`src/rtl/cnt_mon_pkg.sv`:
```
// rtl/cnt_mon_pkg.sv - shared types and constants for the counter monitor
package cnt_mon_pkg;

  typedef enum logic [1:0] {
    IDLE  = 2'd0,
    TRACK = 2'd1,
    FAULT = 2'd2
  } state_t;

  localparam int DEF_WIDTH = 8;
  localparam int ERR_W     = 8;

  // Error counter sticks at all-ones instead of wrapping.
  function automatic logic [ERR_W-1:0] sat_inc(input logic [ERR_W-1:0] v);
    return (v == '1) ? v : v + ERR_W'(1);
  endfunction

endpackage

```
`src/rtl/cnt_ref_model.sv`:
```
// rtl/cnt_ref_model.sv - reference copy of the observed load/up/down counter
module cnt_ref_model
  import cnt_mon_pkg::*;
#(
  parameter int WIDTH = DEF_WIDTH
) (
  input  logic             clk,
  input  logic             rst,
  input  logic             sync_en,
  input  logic [WIDTH-1:0] sync_data,
  input  logic             load,
  input  logic [WIDTH-1:0] load_data,
  input  logic             enb,
  input  logic             mode,
  output logic [WIDTH-1:0] model
);

  logic [WIDTH-1:0] model_nxt;

  // sync_en re-seeds from the observed value and outranks the counter's own controls.
  always_comb begin
    model_nxt = model;
    if (sync_en) begin
      model_nxt = sync_data;
    end else if (load) begin
      model_nxt = load_data;
    end else if (enb) begin
      model_nxt = mode ? model + WIDTH'(1) : model - WIDTH'(1);
    end
  end

  always_ff @(posedge clk) begin
    if (rst) begin
      model <= '0;
    end else begin
      model <= model_nxt;
    end
  end

endmodule

```
`src/rtl/counter_monitor.sv`:
```
// rtl/counter_monitor.sv - shadows an up/down counter and flags divergence
// Optional CNT_MON_RESYNC_EN: re-seed the model from obs_out on each mismatch.
module counter_monitor
  import cnt_mon_pkg::*;
#(
  parameter int WIDTH     = DEF_WIDTH,
  parameter int ERR_LIMIT = 4
) (
  input  logic             clk,
  input  logic             rst,
  input  logic [WIDTH-1:0] obs_out,
  input  logic             obs_load,
  input  logic [WIDTH-1:0] obs_load_data,
  input  logic             obs_enb,
  input  logic             obs_mode,
  output logic [WIDTH-1:0] expected,
  output logic             mismatch,
  output logic [ERR_W-1:0] err_count,
  output logic             synced,
  output logic             fault
);

  state_t           state;
  logic [WIDTH-1:0] model;
  logic [ERR_W-1:0] err_inc;
  logic             miscompare;
  logic             sync_en;

  // obs_out is the counter's registered output, so it lines up with the pre-edge model.
  assign miscompare = (state != IDLE) && (obs_out != model);
  assign err_inc    = sat_inc(err_count);

`ifdef CNT_MON_RESYNC_EN
  assign sync_en = (state == IDLE) || miscompare;
`else
  assign sync_en = (state == IDLE);
`endif

  cnt_ref_model #(
    .WIDTH (WIDTH)
  ) u_model (
    .clk       (clk),
    .rst       (rst),
    .sync_en   (sync_en),
    .sync_data (obs_out),
    .load      (obs_load),
    .load_data (obs_load_data),
    .enb       (obs_enb),
    .mode      (obs_mode),
    .model     (model)
  );

  assign expected = model;

  always_ff @(posedge clk) begin
    if (rst) begin
      state     <= IDLE;
      mismatch  <= 1'b0;
      err_count <= '0;
      synced    <= 1'b0;
      fault     <= 1'b0;
    end else begin
      case (state)
        IDLE: begin
          state    <= TRACK;
          synced   <= 1'b1;
          mismatch <= 1'b0;
        end
        TRACK: begin
          mismatch <= miscompare;
          if (miscompare) begin
            err_count <= err_inc;
            if (int'(err_inc) >= ERR_LIMIT) begin
              state <= FAULT;
              fault <= 1'b1;
            end
          end
        end
        FAULT: begin
          mismatch <= miscompare;
          if (miscompare) begin
            err_count <= err_inc;
          end
        end
        default: begin
          state    <= IDLE;
          mismatch <= 1'b0;
          synced   <= 1'b0;
          fault    <= 1'b0;
        end
      endcase
    end
  end

endmodule

```
`config.mk`:
```
export PLATFORM = sky130hd
export DESIGN_NAME = counter_monitor
export DESIGN_NICKNAME = d
export VERILOG_FILES = /design/src/rtl/cnt_mon_pkg.sv /design/src/rtl/cnt_ref_model.sv /design/src/rtl/counter_monitor.sv
export SDC_FILE = /design/constraint.sdc
export NUM_CORES = 1
export LEC_CHECK = 0
export ABC_AREA = 1
export BUFFER_PORTS_ARGS = -buffer_cell sky130_fd_sc_hd__buf_2
export CAP_MARGIN = 25
export CORE_MARGIN = 3
export CORE_UTILIZATION = 48
export DETAILED_ROUTE_END_ITERATION = 16
export PLACE_DENSITY_LB_ADDON = 0.3
export SLEW_MARGIN = 40
export SYNTH_ARGS = -nofsm -noshare
export SYNTH_HDL_FRONTEND = slang
export SYNTH_HIERARCHICAL = 1
export SYNTH_SLANG_ARGS = --single-unit
export TNS_END_PERCENT = 1
```
`constraint.sdc`:
```
create_clock -name clk -period 1.69 [get_ports clk]
set_clock_uncertainty 0.2 [all_clocks]
set_input_delay 0.338 -clock clk [delete_from_list [all_inputs] [get_ports clk]]
set_output_delay 0.338 -clock clk [all_outputs]
set_load 0.01 [all_outputs]
```
---- Yosys cells after proc, flatten, opt, wreduce, memory -nomap -nowiden ----
Index checks and enable logic that the tools add are counted.
cells by class
  eq/ne operators ......................... 6
  bitwise logic cells ..................... 3
  order comparisons ....................... 1
  reductions and logical operators ........ 10
  add/sub/neg operators ................... 3
  multiplexer cells ....................... 12
operators by type and width
  cell                                                                count
  two-way mux 8 bit                                                   5
  adder 8 x 1 -> 8 bit (second input constant)                        2
  == test 8 bit (second input constant)                               1
  greater-or-equal comparator 8 x 3 -> 1 bit (second input constant)  1
  != test 8 bit                                                       1
  subtractor 8 x 1 -> 8 bit (second input constant)                   1
  case mux 2 bit (3 select lines)                                     1
  AND reduction 3 bit                                                 2
  OR reduction 2 bit                                                  3
  two-way mux 2 bit                                                   2
  != test 2 bit (second input constant)                               2
  case mux 1 bit (2 select lines)                                     2
  inverter 1 bit                                                      3
  nonzero test 3 bit                                                  1
  == test 2 x 1 -> 1 bit (second input constant)                      1
  == test 2 bit (second input constant)                               1
  logical NOT 2 bit                                                   1
  two-way mux 1 bit                                                   2
  AND reduction 2 bit                                                 1
  nonzero test 2 bit                                                  1
  logical AND 1 bit                                                   1
storage, ports and cells
  bits in registers ....................... 21
  output and inout port bits .............. 19

---- Depth between registers and ports, before layout ----
  depth in word-level cells ............... 6
  mapped depth ............................ 13
  mapped depth without buffers ............ 13

---- By module ----
Netlist, hierarchy kept.
modules (own cells, without submodules)
  module           instances  cells each  area an instance (µm²)
  counter_monitor  1          135         870.8
  cnt_ref_model    1          126         788.3

---- Least setup slack after synthesis ----
No wires, ideal clock.
  kind .................................... register -> register
  start point ............................. register err_count[0]
  end point ............................... register state[0]
  required time ........................... 1378 ps
  arrival time ............................ 1490 ps
  library setup time ...................... 112 ps
  slack ................................... -112 ps
  clock period less this slack ............ 1802 ps
  cell stages (with the launch flop) ...... 12
  cell sequence ........................... dfxtp_1 > ha_1 > inv_1 > nor2_4 > nand2_1 > nand3_1 > nor2_1 > nand2_1 > nand2_1 > nand2_1 > nor2_1 > nor2_1
between the ends
  cells in the longest elaborated chain, start to end .. 5
ends and longest elaborated chain
  what                                                   RTL line               RTL
  start: declaration                                     counter_monitor.sv:18  output logic [ERR_W-1:0] err_count,
  start signal: assignment                               counter_monitor.sv:72  err_count <= err_inc;
  start signal: assignment                               counter_monitor.sv:82  err_count <= err_inc;
  adder 8 x 1 -> 8 bit or == test 8 bit (tied branches)  cnt_mon_pkg.sv:15      return (v == '1) ? v : v + ERR_W'(1);
  two-way mux 8 bit *                                    cnt_mon_pkg.sv:15
  greater-or-equal comparator 8 x 3 -> 1 bit *           counter_monitor.sv:73  if (int'(err_inc) >= ERR_LIMIT) begin
  != test 2 bit (no source line) *                       -
  AND reduction 3 bit (no source line) *                 -
  end signal: assignment                                 counter_monitor.sv:65  state <= TRACK;
  end signal: assignment                                 counter_monitor.sv:74  state <= FAULT;
  end signal: assignment                                 counter_monitor.sv:86  state <= IDLE;
  end: declaration                                       counter_monitor.sv:23  state_t state;
Mark *: on every way between the ends. The rest lies on a longest branch, timed or not.
A chain may end at the register's enable or synchronous reset.

---- Worst setup path in the final report ----
Same ends and word-level chain as after synthesis.

==> results.yml <==
power:
  clock_power_share_pct: 8.0
  ir_drop_mv: 0.959
  p_seq_share_pct: 27.5
  power_density_mw_per_mm2: 1380
  leakage_nw: 1.16
  p_int_mw: 1.70
  p_sw_share_pct: 45.3
  combPwrFrac_pct: 64.5
  p_switching_mw: 1.41
yosys:
  synth_commonest_cells: "68 x nand2_1, 32 x inv_1, 32 x nor2_1, 23 x a21oi_1, 21 x dfxtp_1"
  seq_area_frac_synth_pct: 25.3
  postSynthCellCount: 261
  ys_top_cells_by_area: "dfxtp_1 25%, nand2_1 15%, ha_1 7.5%, inv_1 7.2%, nor2_1 7.2%"
  synth_top_cell_by_area: "dfxtp_1"
  synth.cell_area_mm2: 0.00166
  synth_warnings: 6
  synth.most_common_cell: "nand2_1"
  synth.top_cell.area_share_pct: 25.3
  synthesis.nets: 293
  synth-edff-count: 0
  async_flop_share_pct: 0
  syn_area_per_cell_um2: 6.36
  synth.ff_latch_count: 21
  synthFlopType: "dfxtp_1"
  synth.distinct_cells: 30
timing:
  final_max_slew_viol_count: 0
  relSlewSlack_pct: 81.2
  setup_slack_ps: -21.3
  layout_min_cycle_time_ps: 1710
  worst_pin_slew_ps: 280
  rsz0062_at_grt: "yes"
  hold_viol_final: 0
  max_freq_ghz: 0.584
  fin_crit_sh_pct: 101
  whs_ps: 91.4
  finalSetupViolations: 3
run_status:
  violations: "setup timing"
  outcome: "complete, but fails checks"
die:
  die_w_um: 64.8
  initial_core_util_pct: 52.2
  core-area_mm2: 0.00318
  dieArea_mm2: 0.00420
  die_h_um: 64.8
  pin_count: 40
  num_rows: 20
setup_path:
  path_common_cell: "nand2_2"
  arrival_ps: 1720
  criticalPathCategory: "reg -> reg"
  max_stage_delay_ps: 390
  crit_path_end_kind: "register"
  cp-startpoint: "err_count[0]"
  worstReg2RegStart: "err_count[0]"
  worst-path-max-fanout: 4
  crit_path_top_delay_cell: "dfxtp_4"
  crit_chain: "ha_4 -> inv_4 -> nor2_4 -> nand3_2 -> nand2_2 -> nand2_2 -> nor2_4 -> nand2_1 -> nand2_2 -> nand2_2 -> nor2_2 -> nor2_1"
  worstPathRequired_ps: 1700
  cp-start-kind: "register"
place:
  pre_cts_ws_ps: -272
  place_area_mm2: 0.00207
  hpwl_um: 3350
  gp_congestion: 0.900
  io_buffers: 39
  placed_cells: 365
cts:
  htreeDepth: 1
  clk_pin_slew_worst_paths_ps: 130
  clk_latency_ps: 310
  cts.sinks: 21
  numCtsBuffers: 3
  cts_root_buf: "clkbuf_4"
  cts_buffer_depth: 2
  cts_tree: "yes"
  cts_hold_buf: 0
route:
  drc_errors: 0
  drt_iter0_drc: 129
  dr_total_vias: 1884
  postRouteAntennaNets: 0
  drt-total-wl_um: 4360
  wire_per_inst_um: 11.7
  firstDrtPassIters: 4
  avgViaCountPerCell: 5.04
global_routing:
  gr-total-overflow: 0
  grt_pass1_wl_um: 7510
  first_global_vias: 1775
  grt_use_total_pct: 22.2
  grt_max_degree: 13
  antenna_found_initial: 0
final_layout:
  area_growth_pct: 36.0
  antenna_cells: 0
  drive_above_1_share_pct: 36.4
  fin_cells: 374
  final_area_mm2: 0.00226
  utilization_pct: 71.0
  final_nets: 363
worst_hold_path:
  hold_path_class: "in -> reg"
  min-delay-start: "obs_out[2]"
run:
  maxCapViolCount: 0
==> stage by stage <==
step	total power [mW]	TNS [ps]
2_1_floorplan	1.98	-33.7
3_3_place_gp	2.57	-1260
3_5_place_dp	2.62	-1520
4_1_cts	3.00	-6.13
5_1_grt	3.43	-877
6_report	3.11	-39.7
==> power by group through the flow <==
stage	registers [mW]	logic, mW	clock network (mW)
finish	0.855	2.00	0.250
global route	0.882	2.26	0.283
CTS	0.828	1.91	0.259
detailed placement	0.829	1.79	0
global placement	0.826	1.75	0
floorplan	0.886	1.10	0
==> cell usage in the layout (no fill, tap or decap), types with 4 or more instances in the layout <==
| master | n |
|---|---|
| ha_1 | 8 |
| nor2_1 | 27 |
| inv_1 | 31 |
| xnor2_1 | 10 |
| nand3_1 | 16 |
| nand2_1 | 60 |
| buf_4 | 27 |
| nand3_2 | 6 |
| nand2_2 | 8 |
| dfxtp_1 | 9 |
| o21ai_1 | 4 |
| dfxtp_2 | 10 |
| nand4_1 | 5 |
| buf_2 | 39 |
| a21oi_1 | 21 |
| nor2_2 | 4 |
| o21ai_0 | 10 |
==> area by class of cell <==
cell class,count,area [um^2]
fillers,295,921
multi-input cells,201,1170
repair buffers,69,432
flip-flops and latches,21,440
clock inverters,1,5.00
clock buffers,3,22.5
well taps,44,55.1
inverters,35,134
==> state kept, by name, indices dropped and copies added (netlist names) <==
| register | cells |
|---|---|
| u_model/model | 8 |
| mismatch | 1 |
| err_count | 8 |
| synced | 1 |
| fault | 1 |
| state | 2 |
==> worst paths after layout <==
| path | end | slack, ps | depth (start not counted) |
|---|---|---|---|
| min reg2reg | fault | 270 | 2 |
| min | u_model/model[2] | 90 | 3 |
| max | state[0] | -20 | 12 |
| max reg2reg | state[0] | -20 | 12 |
==> timing repair <==
action                     CTS  global route
buffers inserted             4             1
pin swaps                    9             9
gates resized for setup     17            26
cloned                       0             0
setup endpoints to repair    4            19
==> worst max-delay path: cells and delay by family, from the launching register on <==
kind	cells	cell delay, ps
adders and majority gates	1	160
and+or+nand+nor	10	820
DFF	1	390
buffers and inverters	1	40
==> kinds of logic (layout without fill, tap and decap cells) <==
logic type / Yosys count / count (layout) / synth area share, %
AO/OA/AOI/OAI: 43 / 43 / 14.0
XOR/XNOR: 13 / 13 / 6.86
adder cells (fa/ha/maj): 11 / 11 / 8.75
buffers and inverters: 39 / 108 / 9.80
flip-flops: 21 / 21 / 25.3
multiplexers: 1 / 1 / 0.679
AND/OR/NAND/NOR: 133 / 133 / 34.5
==> metal layers <==
layer | vias to the layer above | share of wire (%) | GRT usage, %
met1 | 850 | 45 | 28.2
met2 | 54 | 48 | 38.4
met5 | - | 0 | 0
li1 | 978 | - | -
met4 | 0 | 0.44 | 4.75
met3 | 2 | 6.4 | 4.68
Note: power is estimated with default switching activity, not from simulation.
